File: config.mk
export PLATFORM = sky130hd
export DESIGN_NAME = alu_arbiter_flat
export DESIGN_NICKNAME = d
export VERILOG_FILES = /design/src/rtl/alu_arb_pkg.sv /design/src/rtl/alu_arbiter_if.sv /design/src/rtl/alu_rr_picker.sv /design/src/rtl/alu_arbiter.sv /design/src/flat_wrapper.sv
export SDC_FILE = /design/constraint.sdc
export NUM_CORES = 1
export LEC_CHECK = 0
export ABC_AREA = 1
export BUFFER_PORTS_ARGS = -buffer_cell sky130_fd_sc_hd__buf_2
export CELL_PAD_IN_SITES_DETAIL_PLACEMENT = 1
export CELL_PAD_IN_SITES_GLOBAL_PLACEMENT = 2
export CORE_AREA = 2 2 234 178
export CTS_CLUSTER_DIAMETER = 40
export CTS_CLUSTER_SIZE = 14
export DETAILED_ROUTE_END_ITERATION = 6
export DIE_AREA = 0 0 236 180
export GPL_TIMING_DRIVEN = 0
export HOLD_SLACK_MARGIN = 0.12
export PLACE_DENSITY_LB_ADDON = 0.1
export SYNTH_ARGS = -nofsm -noshare
export SYNTH_HDL_FRONTEND = slang
export SYNTH_SLANG_ARGS = --single-unit
File: constraint.sdc
create_clock -name clk -period 2.8 [get_ports clk]
set_input_delay 0.42 -clock clk [delete_from_list [all_inputs] [get_ports clk]]
set_output_delay 0.42 -clock clk [all_outputs]
set_load 0.005 [all_outputs]
File: src/rtl/alu_arb_pkg.sv
// Shared types and constants for the ALU arbiter and its benches.
package alu_arb_pkg;

  typedef enum logic [1:0] {IDLE, EXEC, RESP} arb_state_e;

  localparam logic [6:0] OPCODE_RTYPE = 7'b0110011;
  localparam logic [6:0] OPCODE_NOP   = 7'b0000000;

  localparam logic [2:0] FUNC3_ADD = 3'b000;
  localparam logic [2:0] FUNC3_SUB = 3'b000;
  localparam logic [2:0] FUNC3_AND = 3'b111;
  localparam logic [2:0] FUNC3_OR  = 3'b110;
  localparam logic [2:0] FUNC3_XOR = 3'b100;

  localparam logic [6:0] FUNC7_ADD = 7'b0000000;
  localparam logic [6:0] FUNC7_SUB = 7'b0100000;
  localparam logic [6:0] FUNC7_AND = 7'b0000000;
  localparam logic [6:0] FUNC7_OR  = 7'b0000000;
  localparam logic [6:0] FUNC7_XOR = 7'b0000000;

  // Index width that stays legal for a single requester.
  function automatic int unsigned idx_width(input int unsigned n);
    return (n > 1) ? $clog2(n) : 1;
  endfunction

endpackage

File: src/rtl/alu_arbiter_if.sv
// Request, ALU and response channels between requesters, arbiter and ALU.
interface alu_arbiter_if #(
  parameter int unsigned NUM_REQ = 4,
  parameter int unsigned XLEN    = 32
);
  logic [NUM_REQ-1:0]      req_valid;
  logic [NUM_REQ-1:0]      req_ready;
  logic [NUM_REQ*7-1:0]    req_opcode;
  logic [NUM_REQ*7-1:0]    req_func7;
  logic [NUM_REQ*3-1:0]    req_func3;
  logic [NUM_REQ*XLEN-1:0] req_op1;
  logic [NUM_REQ*XLEN-1:0] req_op2;
  logic [6:0]              alu_opcode;
  logic [6:0]              alu_func7;
  logic [2:0]              alu_func3;
  logic [XLEN-1:0]         alu_op1;
  logic [XLEN-1:0]         alu_op2;
  logic [XLEN-1:0]         alu_out;
  logic [NUM_REQ-1:0]      resp_valid;
  logic [NUM_REQ-1:0]      resp_ready;
  logic [XLEN-1:0]         resp_data;

  // Requesters plus the ALU instance.
  modport master (
    output req_valid, req_opcode, req_func7, req_func3, req_op1, req_op2, alu_out, resp_ready,
    input  req_ready, alu_opcode, alu_func7, alu_func3, alu_op1, alu_op2, resp_valid, resp_data
  );

  // The arbiter.
  modport slave (
    input  req_valid, req_opcode, req_func7, req_func3, req_op1, req_op2, alu_out, resp_ready,
    output req_ready, alu_opcode, alu_func7, alu_func3, alu_op1, alu_op2, resp_valid, resp_data
  );
endinterface

File: src/rtl/alu_rr_picker.sv
// Combinational round-robin picker: first set request at or after the pointer, wrapping.
module alu_rr_picker
  import alu_arb_pkg::*;
#(
  parameter int unsigned NUM_REQ = 4,
  parameter int unsigned IDX_W   = idx_width(NUM_REQ)
) (
  input  logic [NUM_REQ-1:0] req_i,
  input  logic [IDX_W-1:0]   ptr_i,
  output logic [NUM_REQ-1:0] gnt_o,
  output logic [IDX_W-1:0]   idx_o,
  output logic               any_o
);

  always_comb begin
    int unsigned j;
    gnt_o = '0;
    idx_o = '0;
    any_o = 1'b0;
    j     = 0;
    for (int unsigned k = 0; k < NUM_REQ; k++) begin
      j = 32'(ptr_i) + k;
      if (j >= NUM_REQ) j = j - NUM_REQ;
      if (!any_o && req_i[IDX_W'(j)]) begin
        any_o              = 1'b1;
        idx_o              = IDX_W'(j);
        gnt_o[IDX_W'(j)]   = 1'b1;
      end
    end
  end

endmodule

File: src/rtl/alu_arbiter.sv
// Round-robin sharing of one clocked ALU among NUM_REQ requesters, one op in flight.
// Define ALU_ARB_STATS_EN to add the busy_cycles counter port.
module alu_arbiter
  import alu_arb_pkg::*;
#(
  parameter int unsigned NUM_REQ     = 4,
  parameter int unsigned XLEN        = 32,
  parameter int unsigned ALU_LATENCY = 1
) (
  input  logic        clk,
  input  logic        rst,
  alu_arbiter_if.slave bus
`ifdef ALU_ARB_STATS_EN
  ,
  output logic [31:0] busy_cycles
`endif
);

  localparam int unsigned IdxW = idx_width(NUM_REQ);
  localparam int unsigned CntW = $clog2(ALU_LATENCY + 1);

  arb_state_e         state_q;
  logic [IdxW-1:0]    ptr_q, gnt_idx_q, pick_idx, ptr_nxt;
  logic [NUM_REQ-1:0] pick_gnt, resp_valid_q;
  logic               pick_any;
  logic [CntW-1:0]    lat_cnt_q;
  logic [6:0]         opcode_q, func7_q;
  logic [2:0]         func3_q;
  logic [XLEN-1:0]    op1_q, op2_q, resp_data_q;

  alu_rr_picker #(
    .NUM_REQ (NUM_REQ),
    .IDX_W   (IdxW)
  ) u_picker (
    .req_i (bus.req_valid),
    .ptr_i (ptr_q),
    .gnt_o (pick_gnt),
    .idx_o (pick_idx),
    .any_o (pick_any)
  );

  assign bus.req_ready  = (state_q == IDLE) ? pick_gnt : '0;
  assign ptr_nxt        = (32'(pick_idx) == NUM_REQ - 1) ? '0 : pick_idx + IdxW'(1);

  assign bus.alu_opcode = opcode_q;
  assign bus.alu_func7  = func7_q;
  assign bus.alu_func3  = func3_q;
  assign bus.alu_op1    = op1_q;
  assign bus.alu_op2    = op2_q;
  assign bus.resp_valid = resp_valid_q;
  assign bus.resp_data  = resp_data_q;

  always_ff @(posedge clk) begin
    if (rst) begin
      state_q      <= IDLE;
      ptr_q        <= '0;
      gnt_idx_q    <= '0;
      lat_cnt_q    <= '0;
      opcode_q     <= '0;
      func7_q      <= '0;
      func3_q      <= '0;
      op1_q        <= '0;
      op2_q        <= '0;
      resp_valid_q <= '0;
      resp_data_q  <= '0;
    end else begin
      case (state_q)
        IDLE: begin
          if (pick_any) begin
            opcode_q  <= bus.req_opcode[7*32'(pick_idx) +: 7];
            func7_q   <= bus.req_func7[7*32'(pick_idx) +: 7];
            func3_q   <= bus.req_func3[3*32'(pick_idx) +: 3];
            op1_q     <= bus.req_op1[XLEN*32'(pick_idx) +: XLEN];
            op2_q     <= bus.req_op2[XLEN*32'(pick_idx) +: XLEN];
            gnt_idx_q <= pick_idx;
            ptr_q     <= ptr_nxt;
            lat_cnt_q <= '0;
            state_q   <= EXEC;
          end
        end
        EXEC: begin
          // Inputs held ALU_LATENCY+1 cycles; result captured on the last one.
          if (32'(lat_cnt_q) == ALU_LATENCY) begin
            resp_data_q  <= bus.alu_out;
            resp_valid_q <= NUM_REQ'(1) << gnt_idx_q;
            opcode_q     <= '0;
            func7_q      <= '0;
            func3_q      <= '0;
            op1_q        <= '0;
            op2_q        <= '0;
            state_q      <= RESP;
          end else begin
            lat_cnt_q <= lat_cnt_q + CntW'(1);
          end
        end
        RESP: begin
          if (bus.resp_ready[gnt_idx_q]) begin
            resp_valid_q <= '0;
            state_q      <= IDLE;
          end
        end
        default: state_q <= IDLE;
      endcase
    end
  end

`ifdef ALU_ARB_STATS_EN
  logic [31:0] busy_q;

  always_ff @(posedge clk) begin
    if (rst) begin
      busy_q <= '0;
    end else if (state_q != IDLE) begin
      busy_q <= busy_q + 32'd1;
    end
  end

  assign busy_cycles = busy_q;
`endif

endmodule
File: src/flat_wrapper.sv
// flat-port wrapper written by rule: the top's interface ports become plain ports
module alu_arbiter_flat import alu_arb_pkg::*;
#(
  parameter int unsigned NUM_REQ     = 4,
  parameter int unsigned XLEN        = 32,
  parameter int unsigned ALU_LATENCY = 1
)
  (clk, rst, bus_req_valid, bus_req_opcode, bus_req_func7, bus_req_func3, bus_req_op1, bus_req_op2, bus_alu_out, bus_resp_ready, bus_req_ready, bus_alu_opcode, bus_alu_func7, bus_alu_func3, bus_alu_op1, bus_alu_op2, bus_resp_valid, bus_resp_data);
  alu_arbiter_if #(.NUM_REQ(NUM_REQ), .XLEN(XLEN)) bus_i ();
  input  logic clk;
  input  logic rst;
  input wire logic [$bits(bus_i.req_valid)-1:0] bus_req_valid;
  input wire logic [$bits(bus_i.req_opcode)-1:0] bus_req_opcode;
  input wire logic [$bits(bus_i.req_func7)-1:0] bus_req_func7;
  input wire logic [$bits(bus_i.req_func3)-1:0] bus_req_func3;
  input wire logic [$bits(bus_i.req_op1)-1:0] bus_req_op1;
  input wire logic [$bits(bus_i.req_op2)-1:0] bus_req_op2;
  input wire logic [$bits(bus_i.alu_out)-1:0] bus_alu_out;
  input wire logic [$bits(bus_i.resp_ready)-1:0] bus_resp_ready;
  output wire logic [$bits(bus_i.req_ready)-1:0] bus_req_ready;
  output wire logic [$bits(bus_i.alu_opcode)-1:0] bus_alu_opcode;
  output wire logic [$bits(bus_i.alu_func7)-1:0] bus_alu_func7;
  output wire logic [$bits(bus_i.alu_func3)-1:0] bus_alu_func3;
  output wire logic [$bits(bus_i.alu_op1)-1:0] bus_alu_op1;
  output wire logic [$bits(bus_i.alu_op2)-1:0] bus_alu_op2;
  output wire logic [$bits(bus_i.resp_valid)-1:0] bus_resp_valid;
  output wire logic [$bits(bus_i.resp_data)-1:0] bus_resp_data;
  assign bus_i.req_valid = bus_req_valid;
  assign bus_i.req_opcode = bus_req_opcode;
  assign bus_i.req_func7 = bus_req_func7;
  assign bus_i.req_func3 = bus_req_func3;
  assign bus_i.req_op1 = bus_req_op1;
  assign bus_i.req_op2 = bus_req_op2;
  assign bus_i.alu_out = bus_alu_out;
  assign bus_i.resp_ready = bus_resp_ready;
  assign bus_req_ready = bus_i.req_ready;
  assign bus_alu_opcode = bus_i.alu_opcode;
  assign bus_alu_func7 = bus_i.alu_func7;
  assign bus_alu_func3 = bus_i.alu_func3;
  assign bus_alu_op1 = bus_i.alu_op1;
  assign bus_alu_op2 = bus_i.alu_op2;
  assign bus_resp_valid = bus_i.resp_valid;
  assign bus_resp_data = bus_i.resp_data;
  alu_arbiter #(.NUM_REQ(NUM_REQ), .XLEN(XLEN), .ALU_LATENCY(ALU_LATENCY)) u_core (.clk(clk), .rst(rst), .bus(bus_i));
endmodule
==> results of run 1 <==
layout by cell type, fill, tap and decap left out, types with 2 or more instances in the layout:
cell type and n:
clkbuf_16 18, buf_12 5, clkinv_4 2, nand2_2 6
ha_1 6, o21ai_0 32, nand2_4 3, buf_1 2
a22oi_1 3, diode_2 8, clkbuf_2 3, inv_6 6
o21ai_1 2, dfxtp_4 2, nand2_1 496, dfxtp_1 122
a211oi_1 2, buf_6 11, clkinvlp_4 2, or2_1 30
or2_2 12, nand4_1 24, nand3_4 2, clkbuf_1 26
inv_2 3, inv_8 6, nand3_2 4, clkbuf_4 8
o211ai_1 29, nor2_4 4, a21oi_1 21, buf_8 2
nand3_1 199, buf_4 32, inv_1 284, nor2_1 70
buf_2 496
stage by stage:
stage,instance area [um2],setup TNS (ns),cells,total power (uW),util (%)
finish,12400,0,2521,15300,30.9
global route,12400,-0.0282,2518,16900,30.9
CTS,12200,0,2504,15300,30.3
detailed placement,11400,-43.40,2465,12400,28.4
global placement,11400,-42.18,2465,12300,28.4
floorplan,8340,0,1451,8540,-
cell families after synthesis:
| logic type | Yosys count | share of synthesized area [%] |
|---|---|---|
| compound gates | 92 | 6.62 |
| fa+ha+maj | 7 | 1.05 |
| buf+inv | 375 | 18.2 |
| flops | 124 | 29.8 |
| simple gates | 853 | 44.4 |
repair_timing:
item	4_1_cts	5_1_grt
gates resized for setup	33	45
endpoints found under the setup margin	89	87
buffers inserted	8	8
hold buffers	0	0
pin swaps	5	8
gates cloned	0	1
cell type report:
class | instances | share of cell area, %
Tap cell | 528 | 5.31
Antenna cell | 8 | 0.161
Inverter | 291 | 8.89
Multi-Input combinational cell | 952 | 35.4
Timing Repair Buffer | 503 | 21.2
Buffer | 83 | 4.43
Clock inverter | 15 | 1.20
Clock buffer | 17 | 3.42
Sequential cell | 124 | 20.0
routing by layer:
metal  track usage [%]  up-vias  wire length, um
met5                 0        -               22
met4              4.97        4              567
met3              5.45       29             2570
met2              35.7      280            21900
met1              26.8     5041            20600
li1                  -     5457                -
how the worst max path moves through the flow:
stage	to	from	slack, ns
after floorplan	u_core.bus.alu_op1[22]	u_core.ptr_q[1]	0.50
after global placement	u_core.bus.alu_func7[0]	u_core.ptr_q[1]	-0.65
after detailed placement	u_core.bus.alu_func7[0]	u_core.ptr_q[1]	-0.66
after CTS	bus_req_ready[2]	u_core.ptr_q[0]	0.02
after global routing	u_core.bus.alu_func7[0]	u_core.ptr_q[0]	-0.03
final	u_core.bus.alu_func7[0]	u_core.ptr_q[0]	0.11
flip-flops by register name, indices dropped and copies added (netlist names):
signal,flops
u_core.bus.alu_func3,3
u_core.bus.alu_op2,32
u_core.lat_cnt_q,1
u_core.bus.resp_valid,4
u_core.bus.alu_func7,7
u_core.bus.alu_op1,32
u_core.state_q,2
u_core.ptr_q,2
u_core.bus.resp_data,32
u_core.bus.alu_opcode,7
u_core.gnt_idx_q,2
worst reg2reg max path: stages (launching register included):
cell and delay (ns):
dfxtp_4 0.38, buf_8 0.12, inv_6 0.07, ha_4 0.30
nand3_1 0.15, nand2_4 0.14, nor2_4 0.08, nand3_4 0.14
nand3_4 0.21, buf_8 0.24, buf_4 0.20, o211ai_1 0.32
nand3_1 0.13, nand2_1 0.08, inv_1 0.04
power by group:
part	internal, uW	switching (uW)
Combinational	3820	6700
Clock	1190	1060
Sequential	2280	255
==> flow_summary.toml, run 1 <==
[layout]
regArea_um2 = 2490
syn_to_final_growth_pct = 49.2
multi_input_area_um2 = 4410
fillCellCount = 5372
drive_above_1_share_pct = 31.8
fin_nets = 2345

[detailed_routing]
ant_nets = 0
vias = 10811
vias_per_cell = 4.29
drt_pass1_iterations = 5
wl_mm = 45.7
route.detailed.drc = 0
wire_per_inst_um = 18.1
drt-initial-drc-count = 348

[pwr]
p_per_area_nw_per_um2 = 1230
ir_worst_vdd_mv = 0.511
p_leak_uw = 0.00762

[logic_synthesis]
yosysWarnings = 0
syn_nets = 1824
synth_top_cell_by_area = "dfxtp_1"
synth_common_cells = "nand2_1, inv_1, nand3_1"
synth.most_common_cell = "nand2_1"
ys_ff_latch = 124
synth_edf_count = 0
syn_inst = 1451
synth-seq-area-share_pct = 29.8
netlist.area_leader.share_pct = 29.8
synthTopCellsByArea = "dfxtp_1, nand2_1, inv_1, nand3_1, nor2_1"
synth_area_per_cell_um2 = 5.75
synth_cell_types = 34
synth_flop_cell = "dfxtp_1"
synth-async-reset-ratio_pct = 0
syn_area_um2 = 8340

[clocking]
root_buffer = "clkbuf_16"
cts_inserted_buffers = 17
clock_latency_ns = 0.45
clockBufferDepth = 2
tritoncts = "yes"
clk_pin_slew_ns = 0.07
cts.sinks = 124
h-tree-depth = 4

[critical_path]
worstPathArrival_ns = 3.03
cp.depth = 14
r2r_slack_ns = 0.11
crit_path_max_fanout = 12
cpMaxStageDelayCell = "dfxtp_4"
crit_required_ns = 3.14
reg2reg_from = "u_core.ptr_q[0]"
crit_chain = "buf_8 -> inv_6 -> ha_4 -> nand3_1 -> nand2_4 -> nor2_4 -> nand3_4 -> nand3_4 -> buf_8 -> buf_4 -> o211ai_1 -> nand3_1 -> nand2_1 -> inv_1"
max_stage_delay_ns = 0.38
worstRegToRegCells = 14
endpoint_kind = "register"
cp_top_family = "simple AND/OR/NAND/NOR gates"
r2r-end = "u_core.bus.alu_func7[0]"
worst-setup-path-type = "reg2reg"
start_kind = "register"
cp.buffers_inverters = 5

[place]
globalplace.congestion = 0.854
dp_slack_ns = -0.664
hpwl_mm = 36.8
io_buffers = 486

[global_route]
grt_usage_pct = 21.1
antenna_found_initial = 11
overflow = 0
grt_pass1_vias = 10898
grt_first_pass_wirelength_mm = 67.2
grt_start_max_net_pins = 17

[run_status]
status = "complete, no violations"

[floorplan]
coreArea_um2 = 40300
die_h_um = 180
start_util_pct = 20.7
die_w_um = 236
io_pins = 487
row_count = 64
die-area_um2 = 42500

[sta]
fin_crit_sh_pct = 96.0
fin_crit_ns = 2.69
fin_skew_ns = 0.0154
max_freq_ghz = 0.372
holdWs_ns = 0.189
worst_slack_ns = 0.113
drv_slew = 0
relSlewSlack_pct = 54.7
setup_viol = 0
worst_slew_pin_slew_ns = 0.679
hold_viol = 0

[hold_path]
worstHoldPathCells = 3
min_to = "u_core.bus.resp_data[24]"
hold_start = "bus_alu_out[24]"
hold_path_class = "in2reg"

[run]
drv_cap = 0
No activity file was read; power rests on OpenSTA's default activity.
==> run 2: changes to the inputs <==
Settings changed: REMOVE_ABC_BUFFERS set to 1.
==> flow_summary.toml, run 2 (synthesized netlist as in run 1, its figures left out) <==
[detailed_routing]
ant_nets = 0
vias = 10763
wire_per_inst_um = 18.3
wl_mm = 45.4
vias_per_cell = 4.34
drt-initial-drc-count = 381
drt_pass1_iterations = 6
route.detailed.drc = 0

[run]
drv_cap = 0

[sta]
max_freq_ghz = 0.378
hold_viol = 0
fin_crit_sh_pct = 94.4
setup_viol = 0
rsz0062_at_grt = "no"
drv_slew = 0
fin_crit_ns = 2.64
relSlewSlack_pct = 45.9
fin_skew_ns = 0.0142
worst_slew_pin_slew_ns = 0.810

[global_route]
grt_first_pass_wirelength_mm = 66.1
grt_usage_pct = 20.4
grt_pass1_vias = 10731
antenna_found_initial = 17
overflow = 0
grt_start_max_net_pins = 83

[clocking]
root_buffer = "clkbuf_16"
cts_inserted_buffers = 17
tritoncts = "yes"
clk_pin_slew_ns = 0.07
clockBufferDepth = 2
clock_latency_ns = 0.45
cts_hold_repair.buffers = 0
cts.sinks = 124
h-tree-depth = 4

[floorplan]
io_pins = 487
die-area_um2 = 42500
start_util_pct = 20.7
row_count = 64
die_w_um = 236
die_h_um = 180
coreArea_um2 = 40300

[critical_path]
crit_required_ns = 2.38
cp.depth = 11
endpoint = "bus_req_ready[2]"
cp_top_family = "simple AND/OR/NAND/NOR gates"
cpMaxStageDelayCell = "dfxtp_4"
worst-setup-path-type = "reg2out"
max_stage_delay_ns = 0.36
worstRegToRegCells = 15
r2r-end = "u_core.bus.alu_op2[6]"
crit_path_max_fanout = 5
reg2reg_from = "u_core.ptr_q[1]"
crit_top_cell = "nand3_1"
crit_start = "u_core.ptr_q[1]"
worstPathArrival_ns = 2.22
r2r_slack_ns = 0.18
endpoint_kind = "output pin"
crit_chain = "clkinvlp_4 -> ha_4 -> nand3_1 -> nand2_4 -> nor2_4 -> buf_6 -> nand3_1 -> nand2_1 -> o21ai_2 -> inv_1 -> buf_2"
start_kind = "register"
cp.buffers_inverters = 4

[layout]
utilization_pct = 31.6
design_area_um2 = 12700
mostFrequentLayoutCells = "nand2_1, buf_2, inv_1"
syn_to_final_growth_pct = 52.6
drive_above_1_share_pct = 32.1
final_common_cell = "nand2_1"
fillCellCount = 5313
regArea_um2 = 2490
fin_nets = 2303
multi_input_area_um2 = 4530

[pwr]
p_total_uw = 16500
ir_worst_vdd_mv = 0.625
p_per_area_nw_per_um2 = 1290
p_leak_uw = 0.00770

[hold_path]
hold_path_class = "in2reg"
worstHoldPathCells = 3

[place]
hpwl_mm = 30.0
globalplace.congestion = 0.770
io_buffers = 486
placed_cell_area_um2 = 11300

[run_status]
status = "complete, no violations"
## run 2: cell type report
type | count | area share (%)
inverter | 291 | 8.84
clock inverter | 15 | 1.58
timing repair buffer | 535 | 25.7
sequential | 124 | 19.6
tap | 528 | 5.19
multi-input combinational | 960 | 35.6
timing repair inverter | 1 | 0.0590
antenna | 8 | 0.157
clock buffer | 17 | 3.34
## run 2: metrics by stage
| stage | setup TNS (ns) | setup slack [ns] | std cells | hold slack [ns] |
|---|---|---|---|---|
| 2_1_floorplan | -149.88 | -1.93 | 1367 | 0.435 |
| 3_5_place_dp | -147.83 | -1.99 | 2392 | 0.457 |
| 3_3_place_gp | -438.77 | -4.94 | 2381 | 0.448 |
| 4_1_cts | 0 | 0.0422 | 2459 | 0.167 |
| 5_1_grt | 0 | 0.0204 | 2475 | 0.183 |
| 6_report | 0 | 0.157 | 2479 | 0.191 |
## run 2: layer usage
metal  GRT usage, %  up-vias  part of all wire [%]
li1               -     5393                     -
met1           25.3     5013                    44
met2           34.8      285                    48
met3           6.00       52                   6.1
met4           4.74       20                   1.5
met5              0        -                  0.30
## run 2: how the worst min path moves through the flow
stage | from | endpoint | slack, ns
after floorplan | u_core.lat_cnt_q | u_core.lat_cnt_q | 0.43
after global placement | u_core.lat_cnt_q | u_core.lat_cnt_q | 0.45
after detailed placement | u_core.bus.alu_op2[28] | u_core.bus.alu_op2[28] | 0.46
after CTS | bus_alu_out[6] | u_core.bus.resp_data[6] | 0.17
after global routing | bus_alu_out[28] | u_core.bus.resp_data[28] | 0.18
final | bus_alu_out[6] | u_core.bus.resp_data[6] | 0.19
## run 2: worst min-delay path, delay by kind of cell
family,cells,cell delay [ns]
AND/OR/NAND/NOR,2,0.11
buffers and inverters,1,0.07
## run 2: what timing repair did
action                                  4_1_cts  5_1_grt
cloned                                       14        5
setup buffers                                21        7
endpoints found under the setup margin       91      117
pin swaps                                     9        5
gates resized for setup                      27       20
## run 2: power by group
group | internal (uW) | switching, uW | total, uW
registers | 2280 | 243 | 2520
logic | 4560 | 6940 | 11500
clock network | 1440 | 1020 | 2460
==> run 3: changes to the inputs <==
Settings changed: CORE_AREA 2 2 234 178 to 2 2 221 169, DIE_AREA 0 0 236 180 to 0 0 223 171, SYNTH_HIERARCHICAL set to 1.
==> flow_summary.toml, run 3 <==
[run_status]
status = "complete, no violations"

[detailed_routing]
route.detailed.drc = 0
drt-initial-drc-count = 471
wl_mm = 48.7
vias_per_cell = 4.79
ant_nets = 0
drt_pass1_iterations = 6
wire_per_inst_um = 23.4
vias = 9982

[pwr]
p_total_uw = 20300
p_leak_uw = 0.00564
ir_worst_vdd_mv = 0.685
p_per_area_nw_per_um2 = 1680

[logic_synthesis]
synthMuxAreaShare_pct = 0
syn_inst = 1094
yosysWarnings = 6
synth_flop_cell = "dfxtp_1"
synth_common_cells = "nor2_1, nand2_1, o21ai_0"
synth-seq-area-share_pct = 33.2
syn_area_um2 = 7480
yosys.area_share.xor_xnor_pct = 0
synth_top_family_by_area = "compound AO/OA/AOI/OAI gates"
synth_top_cell_by_area = "dfxtp_1"
synth.most_common_cell = "nor2_1"
synth_area_per_cell_um2 = 6.83
synthAdderAreaFrac_pct = 1.00
synth_compound_area_share_pct = 31.1
synth-async-reset-ratio_pct = 0
synth_cell_types = 27
yosys.area_share.simple_pct = 25.5
ys_ff_latch = 124
netlist.area_leader.share_pct = 33.2
synthTopCellsByArea = "dfxtp_1, o21ai_0, nor2_1, a21oi_2, nand2_1"
synth_edf_count = 0

[sta]
drv_slew = 0
max_freq_ghz = 0.360
fin_crit_sh_pct = 99.1
relSlewSlack_pct = 21.1
fin_skew_ns = 0.00920
setup_viol = 0
rsz0062_at_grt = "yes"
fin_crit_ns = 2.78
worst_slack_ns = 0.0250
worst_slew_pin_slew_ns = 1.18
hold_viol = 0

[clocking]
tritoncts = "yes"
cts_inserted_buffers = 17
clk_pin_slew_ns = 0.07
clock_latency_ns = 0.45
cts.sinks = 124
root_buffer = "clkbuf_16"
clockBufferDepth = 2
h-tree-depth = 4

[place]
dp_slack_ns = -1.96
io_buffers = 486
hpwl_mm = 28.2
place_inst = 1968
globalplace.congestion = 0.776

[global_route]
grt_first_pass_wirelength_mm = 66.4
grt_pass1_vias = 10126
antenna_found_initial = 17
grt_start_max_net_pins = 93
grt_usage_pct = 23.7
overflow = 0

[floorplan]
die-area_um2 = 38100
die_h_um = 171
start_util_pct = 20.6
row_count = 61
coreArea_um2 = 36300
io_pins = 487
die_w_um = 223

[layout]
mostFrequentLayoutCells = "buf_2, nor2_1, nand2_1"
fillCellCount = 4535
final_common_cell = "buf_2"
drive_above_1_share_pct = 46.5
fin_nets = 1959
syn_to_final_growth_pct = 61.4
utilization_pct = 33.3
fin_cells = 2084

[critical_path]
worst-setup-path-type = "reg2reg"
start_kind = "register"
crit_path_max_fanout = 14
endpoint_kind = "register"
worstPathArrival_ns = 3.10
crit_required_ns = 3.12

[run]
drv_cap = 0

[hold_path]
hold_path_class = "in2reg"
[run 3: cell types whose count changed after synthesis, moves of 21 or more]
cell,previous run,this run
a21oi_2,0,81
buf_2,39,15
buf_6,2,30
inv_1,286,17
nand2_1,502,189
nand3_1,201,24
nor2_1,71,235
o211ai_1,29,0
o21ai_0,33,177
o21ai_1,1,22
o22ai_1,0,81
or2_1,30,0
[run 3: cell type report]
type / count / area, um2 / area share (%)
flip-flops and latches: 124 / 2490 / 20.6
inverters: 23 / 170 / 1.41
well taps: 472 / 591 / 4.90
clock inverters: 15 / 174 / 1.44
diodes: 12 / 30.0 / 0.249
multi-input cells: 868 / 4680 / 38.8
clock buffers: 17 / 425 / 3.53
repair buffers: 549 / 3440 / 28.5
repair inverters: 4 / 63.8 / 0.529
[run 3: logic make-up (layout without fill, tap and decap cells)]
family,after synthesis,in the layout
DFF,124,124
AOI/OAI and AO/OA,381,381
adders and majority gates,6,6
buffers and inverters,113,608
and+or+nand+nor,470,481
other,0,12
[run 3: what timing repair did]
item,CTS,global route
hold buffers,0,0
cloned,21,11
buffers inserted,30,9
endpoints found under the setup margin,89,87
gates resized for setup,45,111
pin swaps,13,17
[run 3: path summary, 6_finish.rpt]
check	startpoint	to	slack (ns)	cells past startpoint
max	u_core/ptr_q[1]	u_core/bus.alu_func7[3]	0.02	16
min	bus_alu_out[5]	u_core/bus.resp_data[5]	0.20	3
min reg2reg	u_core/lat_cnt_q	u_core/lat_cnt_q	0.47	2
max reg2reg	u_core/ptr_q[1]	u_core/bus.alu_func7[3]	0.02	16
[run 3: metal layers]
layer  part of all wire, %  vias to the layer above  global-route usage, %
li1                      -                     4739                      -
met1                    44                     4871                   29.0
met2                    48                      312                   40.2
met3                   6.8                       56                   7.85
met4                   1.5                        4                   5.72
met5                 0.055                        -                      0
[run 3: report_power, final]
group | total (uW) | leakage, uW | internal [uW] | switching, uW
sequential | 2510 | 0.00102 | 2270 | 237
clock | 2340 | 0.000289 | 1340 | 1000
combinational | 15400 | 0.00433 | 5940 | 9460
total | 20300 | 0.00564 | 9550 | 10700
[run 3: stage by stage]
stage | instance area, um2 | TNS (ns) | hold slack (ns)
floorplan | 6880 | -331.78 | 0.435
global placement | 9900 | -845.52 | 0.453
detailed placement | 10100 | -133.28 | 0.463
CTS | 11500 | -0.0346 | 0.172
global route | 12100 | -2.31 | 0.178
finish | 12100 | 0 | 0.195
[run 3: worst max-delay path, cell delays in order (launching register included)]
cell	delay (ns)
dfxtp_4	0.38
clkinvlp_4	0.11
ha_4	0.33
inv_4	0.05
nand2_2	0.06
nand2_2	0.07
nor2_4	0.20
nand4_1	0.22
nand3_4	0.18
buf_12	0.14
buf_16	0.14
clkinv_16	0.10
clkbuf_16	0.20
o21ai_0	0.20
o22ai_1	0.10
nand2_1	0.09
a21oi_2	0.05
